--- config.mk ---
export PLATFORM = sky130hd
export DESIGN_NAME = fifo_wr_arbiter
export DESIGN_NICKNAME = d
export VERILOG_FILES = /design/src/rtl/fifo_wr_arbiter_pkg.sv /design/src/rtl/rr_pick.sv /design/src/rtl/fifo_wr_arbiter.sv
export SDC_FILE = /design/constraint.sdc
export NUM_CORES = 1
export LEC_CHECK = 0
export CORE_ASPECT_RATIO = 0.75
export CORE_MARGIN = 2
export CORE_UTILIZATION = 38
export DETAILED_ROUTE_END_ITERATION = 10
export PLACE_DENSITY = 0.87
export RECOVER_POWER = 100
export SYNTH_ARGS = -nofsm -noshare
export SYNTH_HDL_FRONTEND = slang
export SYNTH_SLANG_ARGS = --single-unit
export TNS_END_PERCENT = 100
--- constraint.sdc ---
create_clock -name clk -period 3.24 [get_ports clk]
set_input_delay 0.648 -clock clk [delete_from_list [all_inputs] [get_ports clk]]
set_output_delay 0.648 -clock clk [all_outputs]
set_load 0.01 [all_outputs]
--- src/rtl/fifo_wr_arbiter_pkg.sv ---
// Shared types and helpers for the FIFO write-side arbiter.
// State encodings and a width helper for FIFO control blocks.
package fifo_wr_arbiter_pkg;

    typedef enum logic {
        ST_ARB  = 1'b0,
        ST_XFER = 1'b1
    } arb_state_e;

    function automatic int clog2(input int v);
        int r;
        r = 0;
        while ((1 << r) < v) r++;
        return r;
    endfunction

endpackage

--- src/rtl/rr_pick.sv ---
// Round-robin picker: first set request scanning upward from last+1.
// Purely combinational; shared by write- and read-side schedulers.
module rr_pick #(
    parameter int N = 4,
    parameter int W = 2
) (
    input  logic [N-1:0] req,
    input  logic [W-1:0] last,
    output logic         valid,
    output logic [W-1:0] idx
);

    logic [W-1:0] cand;
    logic         found;

    always_comb begin
        valid = |req;
        idx   = '0;
        found = 1'b0;
        cand  = last;
        // Explicit wrap compare keeps non-power-of-two N legal.
        for (int i = 0; i < N; i++) begin
            cand = (cand == W'(N - 1)) ? '0 : cand + 1'b1;
            if (!found && req[cand]) begin
                idx   = cand;
                found = 1'b1;
            end
        end
    end

endmodule

--- src/rtl/fifo_wr_arbiter.sv ---
// Round-robin arbiter sharing one FIFO write port among producers.
// Bursts of up to BURST_LEN words per grant, stalls on fifo_full.
module fifo_wr_arbiter
    import fifo_wr_arbiter_pkg::*;
#(
    parameter int DATA_WIDTH = 8,
    parameter int NUM_REQ    = 4,
    parameter int BURST_LEN  = 4
) (
    input  logic                          clk,
    input  logic                          rst_n,
    input  logic [NUM_REQ-1:0]            req,
    input  logic [NUM_REQ*DATA_WIDTH-1:0] din,
    output logic [NUM_REQ-1:0]            ack,
    input  logic                          fifo_full,
    output logic                          fifo_we,
    output logic [DATA_WIDTH-1:0]         fifo_d,
    output logic [clog2(NUM_REQ)-1:0]     owner,
    output logic                          busy
);

    localparam int OW = clog2(NUM_REQ);
    localparam int CW = clog2(BURST_LEN + 1);

    arb_state_e      state_q;
    logic [OW-1:0]   owner_q;
    logic [OW-1:0]   last_q;
    logic [CW-1:0]   cnt_q;

    logic            pick_valid;
    logic [OW-1:0]   pick_idx;
    logic            accept;
    logic            last_word;

    logic [DATA_WIDTH-1:0] words [NUM_REQ];

    always_comb begin
        for (int i = 0; i < NUM_REQ; i++) begin
            words[i] = din[i*DATA_WIDTH +: DATA_WIDTH];
        end
    end

    rr_pick #(
        .N (NUM_REQ),
        .W (OW)
    ) u_pick (
        .req   (req),
        .last  (last_q),
        .valid (pick_valid),
        .idx   (pick_idx)
    );

    assign accept    = (state_q == ST_XFER) & req[owner_q] & ~fifo_full;
    assign last_word = (cnt_q == CW'(BURST_LEN - 1));

    always_comb begin
        ack     = '0;
        fifo_we = 1'b0;
        fifo_d  = '0;
        if (accept) begin
            ack[owner_q] = 1'b1;
            fifo_we      = 1'b1;
            fifo_d       = words[owner_q];
        end
    end

    assign owner = owner_q;
    assign busy  = (state_q == ST_XFER);

    always_ff @(posedge clk or negedge rst_n) begin
        if (!rst_n) begin
            state_q <= ST_ARB;
            owner_q <= '0;
            last_q  <= OW'(NUM_REQ - 1);
            cnt_q   <= '0;
        end else begin
            unique case (state_q)
                ST_ARB: begin
                    if (pick_valid) begin
                        owner_q <= pick_idx;
                        cnt_q   <= '0;
                        state_q <= ST_XFER;
                    end
                end
                ST_XFER: begin
                    if (accept) cnt_q <= cnt_q + 1'b1;
                    // Dropped request or final burst word ends the grant.
                    if (!req[owner_q] || (accept && last_word)) begin
                        state_q <= ST_ARB;
                        last_q  <= owner_q;
                    end
                end
            endcase
        end
    end

endmodule
Word level (Yosys, flattened, before mapping)
Cells that the tools add are included.

Bitwise gates (word level): 5. Magnitude comparators: 7. Mux-type cells: 35. Equality and inequality tests: 7. Add/subtract/negate cells: 5. Reductions and logical operators: 14.

Operators with widths (number): $mux 8 (3); $bmux 8 s2 (1); $mux 2 (8); $lt 2x3->1 const B (5); $mux 1 (12); $bmux 1 s2 (5); $add 2x1->2 const B (4); $eq 2x2->1 const B (4); $mux 3 (2); $pmux 3 s2 (1); $reduce_and 2->1 (3); $logic_and 1x1->1 (5); $logic_not 1->1 (4); $mux 4 (1); $reduce_or 4->1 (1); $add 3x1->3 const B (1); $eq 3x2->1 const B (1); $ge 3x3->1 const B (1); $not 2->3 (1); $and 1x1->1 (2); $demux 1 s2 (1); $ge 2x1->1 const B (1); $ne 2x1->1 const B (1); $ne 2x2->1 const B (1); 3 further kinds (4).

Output and inout bits: 16. Input port bits: 39. Logic and storage cells: 77. Register bits: 8.

Longest topological paths before layout
Gate-level depths: netlist (run 1).

Depth after elaboration: 14. Mapped depth: 6.

Modules after synthesis
Synthesis (run 1) repeated with hierarchy kept, for this count alone.

Cell total of the unflattened synthesis: 75. Area, all modules: 827.0 um^2.

By module, submodules not included: fifo_wr_arbiter (seq. area each 202.7 um^2, instances 1, area each 719.4 um^2, cells each 61); rr_pick (seq. area each 0.0 um^2, instances 1, area each 107.6 um^2, cells each 14).

Least setup slack after synthesis (run 1)
No wires, ideal clock.

Path kind: input-to-output. Start: in req[3]. End: out ack[3]. Slack: 0.980 ns. Arrival time: 1.612 ns. Data required time: 2.592 ns. Stages: 4. Path through: mux4_2 -> nand3b_2 -> inv_1 -> and3_1.

Cells in the longest elaborated chain, start to end: 5.

Ends and longest elaborated chain: start: declaration (RTL line fifo_wr_arbiter.sv:12) `input logic [NUM_REQ-1:0] req,`; $bmux 1 s2 (RTL line fifo_wr_arbiter.sv:53) `assign accept = (state_q == ST_XFER) & req[owner_q] & ~fifo_full;`; $mux 1 (not written as such) (RTL line fifo_wr_arbiter.sv:53); $and 1x1->1 (2 in series) (RTL line fifo_wr_arbiter.sv:53); $mux 4 (RTL line fifo_wr_arbiter.sv:60) `if (accept) begin`; end: declaration (RTL line fifo_wr_arbiter.sv:14) `output logic [NUM_REQ-1:0] ack,`.

Every way passes these cells. The select of a mux whose other input is x is not followed.

Worst setup path in the final report (run 1)
Same ends and word-level chain as after synthesis.

==> results of run 1 <==
routing by layer:
metal,GRT usage [%],share of wire [%]
met5,0,0
met4,5.58,0
met3,4.39,7.7
met2,40.0,49
met1,28.4,43
power breakdown:
group,internal [uW],switching [uW]
Combinational,338,265
Sequential,150,38.4
Clock,47.2,36.0
cell usage after synthesis:
cell       instances
a21oi_1            1
a221oi_1           1
a222oi_1           1
a2bb2oi_1          1
a31o_2             1
and2b_1            3
and3_1             1
buf_2              1
buf_6              2
clkbuf_1           1
dfrtp_1            6
dfstp_2            2
ha_1               3
inv_1              6
mux2_4             2
mux4_1             4
mux4_2             5
nand2_1            2
nand2_2            1
nand2b_1           1
nand3_1            3
nand3b_2           1
nand4_1            1
nor2_1             2
nor2b_1            5
nor3_1             1
nor3b_1            2
o21a_1             2
o21ai_0            4
o21ai_2            1
o31ai_1            2
o41ai_1            1
or2_2              1
or4_1              1
or4b_1             1
flip-flops by register name, indices dropped and copies added, names as in the netlist:
name and count:
cnt_q 3, busy 1, owner 2, last_q 2
final cells by class:
class,instances,area share [%]
Clock buffer,4,1.84
Timing Repair Buffer,61,41.0
Multi-Input combinational cell,55,39.3
Tap cell,24,2.10
Inverter,6,1.58
Sequential cell,8,14.2
critical path: cells and delay by family:
family	cells	cell delay, ps
muxes	1	530
and+or+nand+nor	2	350
buffers and inverters	3	960
through the flow:
stage                     area (um^2)  utilization, %  std cells  total power, uW  hold slack, ps
after global routing             1430            70.9        158              939             565
after CTS                        1430            71.1        158              900             528
after floorplan                   815               -         73              580             352
after detailed placement         1410            69.8        154              811             513
final                            1430            70.9        158              875             524
after global placement           1410            69.8        154              780             484
kinds of logic after synthesis:
kind of cell             after synthesis  synth area share [%]
adder cells (fa/ha/maj)                3                  4.61
AO/OA/AOI/OAI                         15                  13.4
AND/OR/NAND/NOR                       26                  20.1
multiplexers                          11                  30.4
flip-flops                             8                  24.9
buffers and inverters                 10                  6.60
worst max-delay path by stage:
stage | cells past startpoint | from | endpoint | slack, ps
final | 6 | req[3] | ack[3] | 100
after global routing | 6 | req[3] | ack[3] | 30
after CTS | 6 | req[3] | ack[3] | 20
after detailed placement | 6 | req[3] | ack[3] | 20
after global placement | 6 | req[3] | ack[3] | 80
after floorplan | 4 | req[3] | ack[3] | 980
==> flow_metrics.tcl, run 1 <==
set metrics [dict create \
    vias 873 \
    slowest_stage "mux4_2" \
    drtIter0Drc 49 \
    seqCellArea_um2 203 \
    clk_pin_slew_worst_paths_ps 60 \
    cp_data_arrival_time_ps 2490 \
    grt_pass1_wl_mm 4.21 \
    power.density_nw_per_um2 613 \
    avgSynthCellArea_um2 11.2 \
    holdCritPathClass "flip-flop to flip-flop" \
    overflow 0 \
    slew-limit-headroom_pct 51.1 \
    drc 0 \
    initial_core_util_pct 40.4 \
    synth_top_area_share_pct 18.4 \
    finalCritPeriodShare_pct 96.9 \
    outcome "finished, final reports clean" \
    worst_pin_slew_ps 733 \
    grt_start_max_net_pins 16 \
    ys_seq_elements 8 \
    root_buffer "clkbuf_4" \
    ir_drop_mv 0.459 \
    die_h_um 44.1 \
    reg2reg_from "last_q[0]" \
    path_class "input port to primary output" \
    n_antenna_cell 0 \
    synth_area_um2 815 \
    post_cts_buffers 0 \
    synthToLayoutAreaGrowth_pct 75.3 \
    syn_inst 73 \
    hold_depth 2 \
    multiInputGateArea_um2 561 \
    drt-vias-per-instance 5.53 \
    worstRegToRegCells 4 \
    cts.sinks 8 \
    synth_fp_nets 115 \
    firstDrtPassIters 4 \
    hold_buffers 0 \
    rsz0062_at_grt "no" \
    synth_area_leader_cell "dfrtp_1" \
    cpPeakStageDelay_ps 530 \
    final_common_cell "clkdlybuf4s50_1" \
    wl_per_cell_um 16.8 \
    period_minus_slack_ps 3140 \
    core_um2 2010 \
    drive_above_1_share_pct 14.9 \
    hold_start "cnt_q[1]" \
    synth_cell_type_count 35 \
    dieArea_um2 2530 \
    htree_levels 1 \
    io_pins 55 \
    dp_hpwl_mm 2.16 \
    n_fill_cell 159 \
    setup_ws_ps 100 \
    ant_nets 0 \
    cap_violations 0 \
    path_cells "clkdlybuf4s50_1 -> mux4_2 -> nand3b_4 -> inv_1 -> and3_1 -> clkdlybuf4s50_1" \
    fp.dieW_um 57.5 \
    setup-violations-final 0 \
    yosysWarnings 0 \
    ctsResizeCount 0 \
    hold_viol 0 \
    r2r_end "owner[1]" \
    mostFrequentLayoutCells "clkdlybuf4s50_1 (45), dlygate4sd3_1 (9), inv_1 (6), dfrtp_1 (6)" \
    tns_ps 0 \
    cts.path.max_buffers 2 \
    holdPathEnd "cnt_q[1]" \
    start_kind "input port" \
    cts_tree "yes" \
    fmax_mhz 318 \
    cpMostUsedCell "clkdlybuf4s50_1" \
    fin_worst_skew_ps 11.2 \
    crit_fanout 12 \
    required_ps 2590 \
    synth.area.top_cells "dfrtp_1 (18%), mux4_2 (14%), mux4_1 (13%), dfstp_2 (6.5%), ha_1 (4.6%)" \
    wl_mm 2.65 \
    gp_congestion 0.859 \
    grt_pass1_vias 868 \
    clkLatencyLatePin_ps 260 \
    p_leak_uw 0.000602 \
    end_kind "primary output" \
    rows 14 \
    nets 177 \
    cts_buffers 3 \
    ys_seq_area_share_pct 24.9 \
    grt_usage_pct 22.4 \
    dp_slack_ps 21.0 \
    r2r_slack_ps 1360 \
    grt_antenna_before_repair 0 \
    io_buffers 54 \
    maxSlewViolCount 0 \
]
Power figures use the tool's default switching activity.
==> run 2, diff against run 1 <==
--- a/config.mk
+++ b/config.mk
@@ -6,7 +6,7 @@
 export NUM_CORES = 1
 export LEC_CHECK = 0
 export CORE_ASPECT_RATIO = 0.75
-export CORE_MARGIN = 2
+export CORE_MARGIN = 1
 export CORE_UTILIZATION = 38
 export DETAILED_ROUTE_END_ITERATION = 10
 export PLACE_DENSITY = 0.87
==> constraint.sdc (replaced) <==
create_clock -name clk -period 3.8 [get_ports clk]
set_input_delay 0.76 -clock clk [delete_from_list [all_inputs] [get_ports clk]]
set_output_delay 0.76 -clock clk [all_outputs]
set_load 0.01 [all_outputs]
==> run 2 against run 1 <==
  * Die area down 7.9%
  * Power fell by 18%
  * Routed wire length is 9.0% lower
  * Sequential share of layout area increased by 0.44 points
  * Clock power fell by 20%
  * Sequential power decreased by 4%
  * Utilization is 2.1 points lower
  * Flip-flop and latch count did not move
  * Register-to-register slack better by 570 ps
  * Non-clock buffer count shrank 5
  * Worst hold slack worse by 14 ps
==> flow_metrics.tcl, run 2 (same netlist as run 1, synthesis figures left out) <==
set metrics [dict create \
    worstRegToRegCells 4 \
    fmax_mhz 275 \
    cts.sinks 8 \
    overflow 0 \
    path_class "input port to primary output" \
    tns_ps 0 \
    power.density_nw_per_um2 515 \
    cp_data_arrival_time_ps 2870 \
    grt_antenna_before_repair 0 \
    hold_depth 1 \
    p_leak_uw 0.000579 \
    worst_pin_slew_ps 868 \
    top_layer "met4" \
    ant_nets 0 \
    largest_reg_flops 3 \
    holdCritPathClass "flip-flop to flip-flop" \
    clkLatencyLatePin_ps 250 \
    grt_usage_pct 22.2 \
    cts_tree "yes" \
    slowest_stage "dlygate4sd3_1" \
    dp_slack_ps 239 \
    total_power_uw 713 \
    hold_buffers 0 \
    vias 831 \
    post_cts_buffers 0 \
    grt_start_max_net_pins 17 \
    critPathTopFamily "buffers and inverters" \
    outcome "finished, final reports clean" \
    fp.dieW_um 55.5 \
    cts.path.max_buffers 2 \
    initial_core_util_pct 40.4 \
    ctsResizeCount 0 \
    root_buffer "clkbuf_4" \
    start_kind "input port" \
    setup-violations-final 0 \
    slew-limit-headroom_pct 42.1 \
    fin_worst_skew_ps 0.260 \
    n_fill_cell 151 \
    n_antenna_cell 0 \
    htree_levels 1 \
    hold_viol 0 \
    required_ps 3040 \
    cts_buffers 3 \
    seqCellArea_um2 203 \
    wl_per_cell_um 15.8 \
    dieArea_um2 2330 \
    cap_violations 0 \
    period_minus_slack_ps 3630 \
    grt_pass1_vias 844 \
    clk_pin_slew_worst_paths_ps 50 \
    utilization_pct 68.8 \
    fin_area_um2 1390 \
    firstDrtPassIters 5 \
    rsz0062_at_grt "no" \
    drt-vias-per-instance 5.43 \
    top_register "cnt_q" \
    wl_met3_um 147 \
    path_cells "dlygate4sd3_1 -> mux4_2 -> nand3b_2 -> inv_1 -> and3_1 -> clkdlybuf4s50_1" \
    maxSlewViolCount 0 \
    dp_hpwl_mm 1.96 \
    cpPeakStageDelay_ps 610 \
    die_h_um 42.1 \
    multiInputGateArea_um2 552 \
    ir_drop_mv 0.456 \
    core_um2 2010 \
    rows 14 \
    wl_met1_mm 1.18 \
    final_common_cell "clkdlybuf4s50_1" \
    crit_fanout 12 \
    drive_above_1_share_pct 12.4 \
    nets 172 \
    worstSetupPathDepth 6 \
    drc 0 \
    drtIter0Drc 57 \
    io_pins 55 \
    cp.buffers_inverters 3 \
    setup_ws_ps 168 \
    io_buffers 54 \
    finalCritPeriodShare_pct 95.6 \
    wl_mm 2.41 \
    gp_congestion 0.859 \
    synthToLayoutAreaGrowth_pct 70.0 \
    end_kind "primary output" \
    grt_pass1_wl_mm 3.95 \
    place_area_um2 1370 \
    mostFrequentLayoutCells "clkdlybuf4s50_1 (42), dlygate4sd3_1 (12), inv_1 (6), dfrtp_1 (6)" \
    wl_met2_mm 1.06 \
]
run 2: metal layers:
| layer | track usage [%] | up-vias |
|---|---|---|
| met5 | 0 | - |
| li1 | - | 401 |
| met1 | 30.0 | 387 |
| met4 | 8.00 | 0 |
| met3 | 4.63 | 2 |
| met2 | 35.7 | 41 |
run 2: cell type report:
cell class | instances | share of cell area [%]
Timing Repair Buffer | 56 | 39.8
Sequential cell | 8 | 14.6
Tap cell | 24 | 2.17
Inverter | 6 | 1.63
Clock buffer | 4 | 1.90
Multi-Input combinational cell | 55 | 39.8
run 2: per-stage QoR:
| stage | hold WS [ps] | std cells |
|---|---|---|
| 2_1_floorplan | 463 | 73 |
| 3_3_place_gp | 493 | 149 |
| 3_5_place_dp | 512 | 149 |
| 4_1_cts | 521 | 153 |
| 5_1_grt | 553 | 153 |
| 6_report | 510 | 153 |
run 2: worst paths after layout:
path	startpoint	endpoint	slack, ps
max in group asynchronous	rst_n	last_q[0]	2650
min in group asynchronous	rst_n	cnt_q[0]	850
max reg2reg	last_q[0]	owner[1]	1930
min reg2reg	cnt_q[0]	cnt_q[0]	510
max	req[0]	ack[3]	170
min	cnt_q[0]	cnt_q[0]	510
run 2: power breakdown:
part	internal [uW]	leakage, uW	total [uW]	switching, uW
clock	40.0	0.0000150	67.0	27.0
sequential	128	0.0000971	180	52.5
combinational	273	0.000467	466	193
